===== src/rtl/vga_pkg.sv =====
// Default 640x480 timing constants and frame-size helpers shared by the VGA timing blocks.
package vga_pkg;

  localparam int DEF_H_ACTIVE = 640;
  localparam int DEF_H_FRONT  = 16;
  localparam int DEF_H_SYNC   = 96;
  localparam int DEF_H_BACK   = 48;
  localparam int DEF_V_ACTIVE = 480;
  localparam int DEF_V_FRONT  = 10;
  localparam int DEF_V_SYNC   = 2;
  localparam int DEF_V_BACK   = 33;
  localparam int DEF_CLK_DIV  = 4;
  localparam int DEF_CW       = 10;

  function automatic int h_total(input int active, input int front,
                                 input int sync, input int back);
    return active + front + sync + back;
  endfunction

  function automatic int v_total(input int active, input int front,
                                 input int sync, input int back);
    return active + front + sync + back;
  endfunction

endpackage


===== src/rtl/pixel_tick_gen.sv =====
// Pixel-rate strobe: one clk-wide tick every CLK_DIV enabled clk cycles.
module pixel_tick_gen #(
  parameter int CLK_DIV = 4
) (
  input  logic clk,
  input  logic reset,
  input  logic en,
  output logic tick
);

  generate
    if (CLK_DIV <= 1) begin : g_passthru
      // Every enabled cycle is a pixel, so no divider state is needed.
      logic unused_clk;
      assign unused_clk = clk;
      assign tick = en && !reset;
    end else begin : g_div
      localparam int DW = $clog2(CLK_DIV);
      localparam logic [DW-1:0] DIV_LAST = DW'(CLK_DIV - 1);

      logic [DW-1:0] div_q;
      logic [DW-1:0] div_d;

      always_comb begin
        div_d = div_q;
        if (en) begin
          div_d = (div_q == DIV_LAST) ? '0 : div_q + 1'b1;
        end
      end

      always_ff @(posedge clk) begin
        if (reset) begin
          div_q <= '0;
        end else begin
          div_q <= div_d;
        end
      end

      assign tick = en && !reset && (div_q == DIV_LAST);
    end
  endgenerate

endmodule


===== src/rtl/vga_timing_gen.sv =====
// VGA raster timing: pixel/line counters with registered sync and blanking decode.
module vga_timing_gen
  import vga_pkg::*;
#(
  parameter int   H_ACTIVE = DEF_H_ACTIVE,
  parameter int   H_FRONT  = DEF_H_FRONT,
  parameter int   H_SYNC   = DEF_H_SYNC,
  parameter int   H_BACK   = DEF_H_BACK,
  parameter int   V_ACTIVE = DEF_V_ACTIVE,
  parameter int   V_FRONT  = DEF_V_FRONT,
  parameter int   V_SYNC   = DEF_V_SYNC,
  parameter int   V_BACK   = DEF_V_BACK,
  parameter logic HS_POL   = 1'b0,
  parameter logic VS_POL   = 1'b0,
  parameter int   CLK_DIV  = DEF_CLK_DIV,
  parameter int   CW       = DEF_CW
) (
  input  logic          clk,
  input  logic          reset,
  input  logic          en,
  output logic          p_tick,
  output logic          hsync,
  output logic          vsync,
  output logic          video_on,
  output logic [CW-1:0] pixel_x,
  output logic [CW-1:0] pixel_y,
  output logic          line_start,
  output logic          frame_start
);

  localparam int H_TOTAL = h_total(H_ACTIVE, H_FRONT, H_SYNC, H_BACK);
  localparam int V_TOTAL = v_total(V_ACTIVE, V_FRONT, V_SYNC, V_BACK);

  generate
    if (CLK_DIV < 1) begin : g_bad_clk_div
      $error("vga_timing_gen: CLK_DIV must be at least 1");
    end
    if (H_ACTIVE < 1 || H_FRONT < 1 || H_SYNC < 1 || H_BACK < 1 ||
        V_ACTIVE < 1 || V_FRONT < 1 || V_SYNC < 1 || V_BACK < 1) begin : g_bad_field
      $error("vga_timing_gen: every timing field must be non-zero");
    end
    if (longint'(H_TOTAL) > (longint'(1) << CW)) begin : g_bad_h_total
      $error("vga_timing_gen: H_TOTAL does not fit in CW bits");
    end
    if (longint'(V_TOTAL) > (longint'(1) << CW)) begin : g_bad_v_total
      $error("vga_timing_gen: V_TOTAL does not fit in CW bits");
    end
  endgenerate

  localparam logic [CW-1:0] H_LAST   = CW'(H_TOTAL - 1);
  localparam logic [CW-1:0] V_LAST   = CW'(V_TOTAL - 1);
  localparam logic [CW-1:0] H_VIS    = CW'(H_ACTIVE);
  localparam logic [CW-1:0] V_VIS    = CW'(V_ACTIVE);
  localparam logic [CW-1:0] HS_FIRST = CW'(H_ACTIVE + H_FRONT);
  localparam logic [CW-1:0] HS_LAST  = CW'(H_ACTIVE + H_FRONT + H_SYNC - 1);
  localparam logic [CW-1:0] VS_FIRST = CW'(V_ACTIVE + V_FRONT);
  localparam logic [CW-1:0] VS_LAST  = CW'(V_ACTIVE + V_FRONT + V_SYNC - 1);

  logic          tick;
  logic [CW-1:0] x_q, x_d;
  logic [CW-1:0] y_q, y_d;
  logic          hsync_q, hsync_d;
  logic          vsync_q, vsync_d;
  logic          video_q, video_d;

  pixel_tick_gen #(
    .CLK_DIV(CLK_DIV)
  ) u_tick (
    .clk  (clk),
    .reset(reset),
    .en   (en),
    .tick (tick)
  );

  // Decode is taken from the next counter values so the registered syncs line up with the counters.
  always_comb begin
    x_d = x_q;
    y_d = y_q;
    if (tick) begin
      if (x_q == H_LAST) begin
        x_d = '0;
        y_d = (y_q == V_LAST) ? '0 : y_q + 1'b1;
      end else begin
        x_d = x_q + 1'b1;
      end
    end
    hsync_d = ((x_d >= HS_FIRST) && (x_d <= HS_LAST)) ? HS_POL : ~HS_POL;
    vsync_d = ((y_d >= VS_FIRST) && (y_d <= VS_LAST)) ? VS_POL : ~VS_POL;
    video_d = (x_d < H_VIS) && (y_d < V_VIS);
  end

  always_ff @(posedge clk) begin
    if (reset) begin
      x_q     <= '0;
      y_q     <= '0;
      hsync_q <= ~HS_POL;
      vsync_q <= ~VS_POL;
      video_q <= 1'b1;
    end else begin
      x_q     <= x_d;
      y_q     <= y_d;
      hsync_q <= hsync_d;
      vsync_q <= vsync_d;
      video_q <= video_d;
    end
  end

  assign p_tick      = tick;
  assign pixel_x     = x_q;
  assign pixel_y     = y_q;
  assign hsync       = hsync_q;
  assign vsync       = vsync_q;
  assign video_on    = video_q;
  assign line_start  = tick && (x_q == '0);
  assign frame_start = line_start && (y_q == '0);

endmodule


===== config.mk =====
export PLATFORM = sky130hd
export DESIGN_NAME = vga_timing_gen
export DESIGN_NICKNAME = d
export VERILOG_FILES = /design/src/rtl/vga_pkg.sv /design/src/rtl/pixel_tick_gen.sv /design/src/rtl/vga_timing_gen.sv
export SDC_FILE = /design/constraint.sdc
export NUM_CORES = 1
export LEC_CHECK = 0
export CAP_MARGIN = 5
export CORE_UTILIZATION = 51
export DETAILED_ROUTE_END_ITERATION = 8
export GPL_TIMING_DRIVEN = 1
export PLACE_DENSITY = 0.86
export SYNTH_ARGS = -nofsm -noshare
export SYNTH_HDL_FRONTEND = slang
export SYNTH_SLANG_ARGS = --single-unit

===== constraint.sdc =====
create_clock -name clk -period 3 [get_ports clk]
set_input_delay 0.6 -clock clk [delete_from_list [all_inputs] [get_ports clk]]
set_output_delay 0.6 -clock clk [all_outputs]
set_load 0.03 [all_outputs]

==> results by group <==
Synth
  • Synth Cell Area: 1490 um2
  • Post-Synth XOR/XNOR Area: 6.465%
  • Synth async-reset ratio: 0%
  • Distinct cells, synth: 47
  • Synth cell count leaders: dfxtp_1 (25), nor2_1 (25), nand2_1 (18)
  • Synth top area share: between 30% and 40%
  • Mux share of post-synthesis cell area: less than 1%
  • Number of synthesized register bits: 25
  • Syn Nets: around 200
  • Post-synthesis adder-cell area fraction: roughly 4.2%
  • Synth area leader: dfxtp_1
  • Post-Synth Simple-Gate Area: 33.42%
  • Syn_area_per_cell: 7.802 um2
  • Synth Area in Compound Gates: approximately 16%
  • Sequential fraction of the synthesis area: ~34%
  • Largest family of logic cells by synthesized area: simple AND/OR/NAND/NOR gates
  • Top FF cell, synth: dfxtp_1
  • Synth Instances: 191
  • YS warnings: 0
  • Post-synth EDFFs: 0
  • Top post-synthesis cells by area: dfxtp_1 (34%), nor2_1 (6.3%), nand2_1 (4.5%)

Run status
  • Status: complete, no violations

Drt
  • Vias/cell: a little under 6
  • Via count: between 1000 and 1500
  • DRT Pass-1 Iters: 4
  • Antenna violation net count after detailed routing: 0
  • DR DRC count: 0
  • Iteration-0 DRC Markers: 57
  • Drt wl/cell: 14.91 um
  • Final WL: between 3000 and 4000 um

GRT
  • Wire length of the first global-routing pass: 6479 um
  • Largest net degree at the start of global routing: 16
  • Global route total overflow: 0
  • Vias in the first global route: 1428
  • Total track usage: 25.65%
  • Antenna violations before repair: 0

Clock tree
  • Clock Sinks: 25
  • Hold Buf Count CTS: 0
  • Root Driver: clkbuf_4
  • TritonCTS clock tree: built
  • Post-CTS Setup Inserts: 0
  • CTS Buffer Depth: 2
  • Clock slew at reported path FFs: about 140 ps
  • Cts bufs inserted: 3
  • Htree depth: 1
  • CTS resizes: 2
  • Skew-Pair Late Insertion Delay: 310 ps

Critical path
  • Kind of critical path: primary input to flop
  • CP endpoint kind: flop
  • Arr. time, crit path: between 3000 and 4000 ps
  • Critical Path Source Type: primary input
  • Worst Path Required: between 3000 and 4000 ps
  • Crit path max fanout: 5

Layout
  • Multi-input gate area: ~900 um2
  • Fillers: 230
  • Number of diodes: 0
  • Register Area: approximately 500 um2
  • # nets final: 230
  • Post-Layout Inst Area: ~1900 um2
  • Share of layout cells above drive strength 1: 10.86%
  • Area Growth Syn to Fin: 25.02%

STA
  • Slew @ Worst Pin: roughly 430 ps
  • RSZ-0062 raised after global routing: false
  • Setup Skew: 0.9416 ps
  • Hold Vio Cnt, Final: 0
  • Fmax: 0.3384 GHz
  • Final period utilization: around 100%
  • Rel. slew slack: 71.38%
  • Setup violators final: 0
  • Crit path time final: 2956 ps
  • Final worst slack: approximately 44 ps
  • Fin. max-slew vios: 0

Min path
  • Min-Delay Path Class: flop to flop

Floorplan
  • I/O pin total: 29
  • FP Rows: 19
  • Die Height: 56.06 um
  • Die width: roughly 56 um
  • Die area: between 3000 and 4000 um2
  • Initial core utilization: 54.04%
  • Placeable Area: roughly 2800 um2

Place
  • Dpl ws: -358.5 ps
  • Port bufs: 28
  • DPL Wire Length: 2811 um
  • DP Area: 1828 um2
  • Routability cong.: between 0.8 and 0.9

Run
  • Max Cap Violations: 0

Power and ir drop
  • Cell area power density: 275.7 nW/um2
  • Peak supply drop: roughly 0.00027 V
  • Leak pwr: approximately 0.67 nW
==> state kept, by name (all words and copies together), names as in the netlist <==
name / flops
pixel_x: 10
pixel_y: 10
u_tick.g_div.div_q: 2
hsync: 1
video_on: 1
vsync: 1
==> layout make-up <==
| cell class | instances | share of cell area [%] |
|---|---|---|
| Sequential cell | 25 | 26.86 |
| Inverter | 8 | 1.612 |
| Tap cell | 31 | 2.082 |
| Multi-Input combinational cell | 145 | 48.82 |
| Timing Repair Buffer | 39 | 19.21 |
| Clock buffer | 4 | 1.410 |
==> where the power goes <==
group	leakage [nW]	total [mW]	internal [mW]	switching [mW]
combinational	0.454	0.0241	0.0113	0.0128
sequential	0.202	0.336	0.334	0.00144
clock	0.0150	0.154	0.0519	0.102
==> kinds of logic after synthesis <==
family / after synthesis
and+or+nand+nor: 94
AOI/OAI and AO/OA: 34
DFF: 25
buffers and inverters: 21
xor gates and xnor gates: 11
adders and majority gates: 5
muxes: 1
==> routing by layer <==
| metal | track usage (%) | part of all wire, % | up-vias |
|---|---|---|---|
| li1 | - | - | 736 |
| met1 | 36.88 | 48 | 703 |
| met2 | 40.14 | 47 | 42 |
| met3 | 3.256 | 4.7 | 4 |
| met4 | 7.666 | 1.2 | 0 |
| met5 | 0 | 0 | - |
==> final timing paths <==
check / from / end / slack, ps / cells past startpoint
max: en / vsync$_SDFF_PP1_ / 40 / 6
min: u_tick.g_div.div_q[1]$_SDFFE_PP0P_ / u_tick.g_div.div_q[1]$_SDFFE_PP0P_ / 530 / 2
max reg2reg: pixel_x[1]$_SDFF_PP0_ / vsync$_SDFF_PP1_ / 320 / 6
min reg2reg: u_tick.g_div.div_q[1]$_SDFFE_PP0P_ / u_tick.g_div.div_q[1]$_SDFFE_PP0P_ / 530 / 2
==> cells in the final DEF, fill, tap and decap left out, types with 3 or more instances in the layout <==
cell	n
nand3_1	7
or4_1	3
nor3_1	4
buf_4	13
nand4_1	6
dfxtp_1	25
ha_1	5
clkbuf_4	3
nor4_1	4
o21ai_0	5
and3_1	3
inv_1	8
a21oi_1	9
xnor2_1	6
nand2b_1	3
nor2_1	25
clkdlybuf4s50_1	26
xor2_1	5
nand2_1	18
nor2b_1	4
==> worst max-delay path, cell delays in order <==
cell,delay [ps]
clkdlybuf4s50_1,500
or4b_4,480
or4_4,560
or4_4,550
a221oi_2,310
nand4b_1,160
==> metrics by stage <==
| stage | instances | TNS, ps | hold slack, ps | utilization [%] | power, mW |
|---|---|---|---|---|---|
| after floorplan | 191 | 0 | 464.6 | - | 0.3555 |
| after CTS | 252 | 0 | 539.4 | 67.56 | 0.5148 |
| after global placement | 248 | -398.6 | 476.8 | 66.29 | 0.3654 |
| after detailed placement | 248 | -668.7 | 507.8 | 66.29 | 0.3666 |
| after global routing | 252 | 0 | 562.3 | 67.56 | 0.5310 |
| final | 252 | 0 | 528.2 | 67.56 | 0.5137 |
Note: power is estimated with default switching activity, not from simulation.
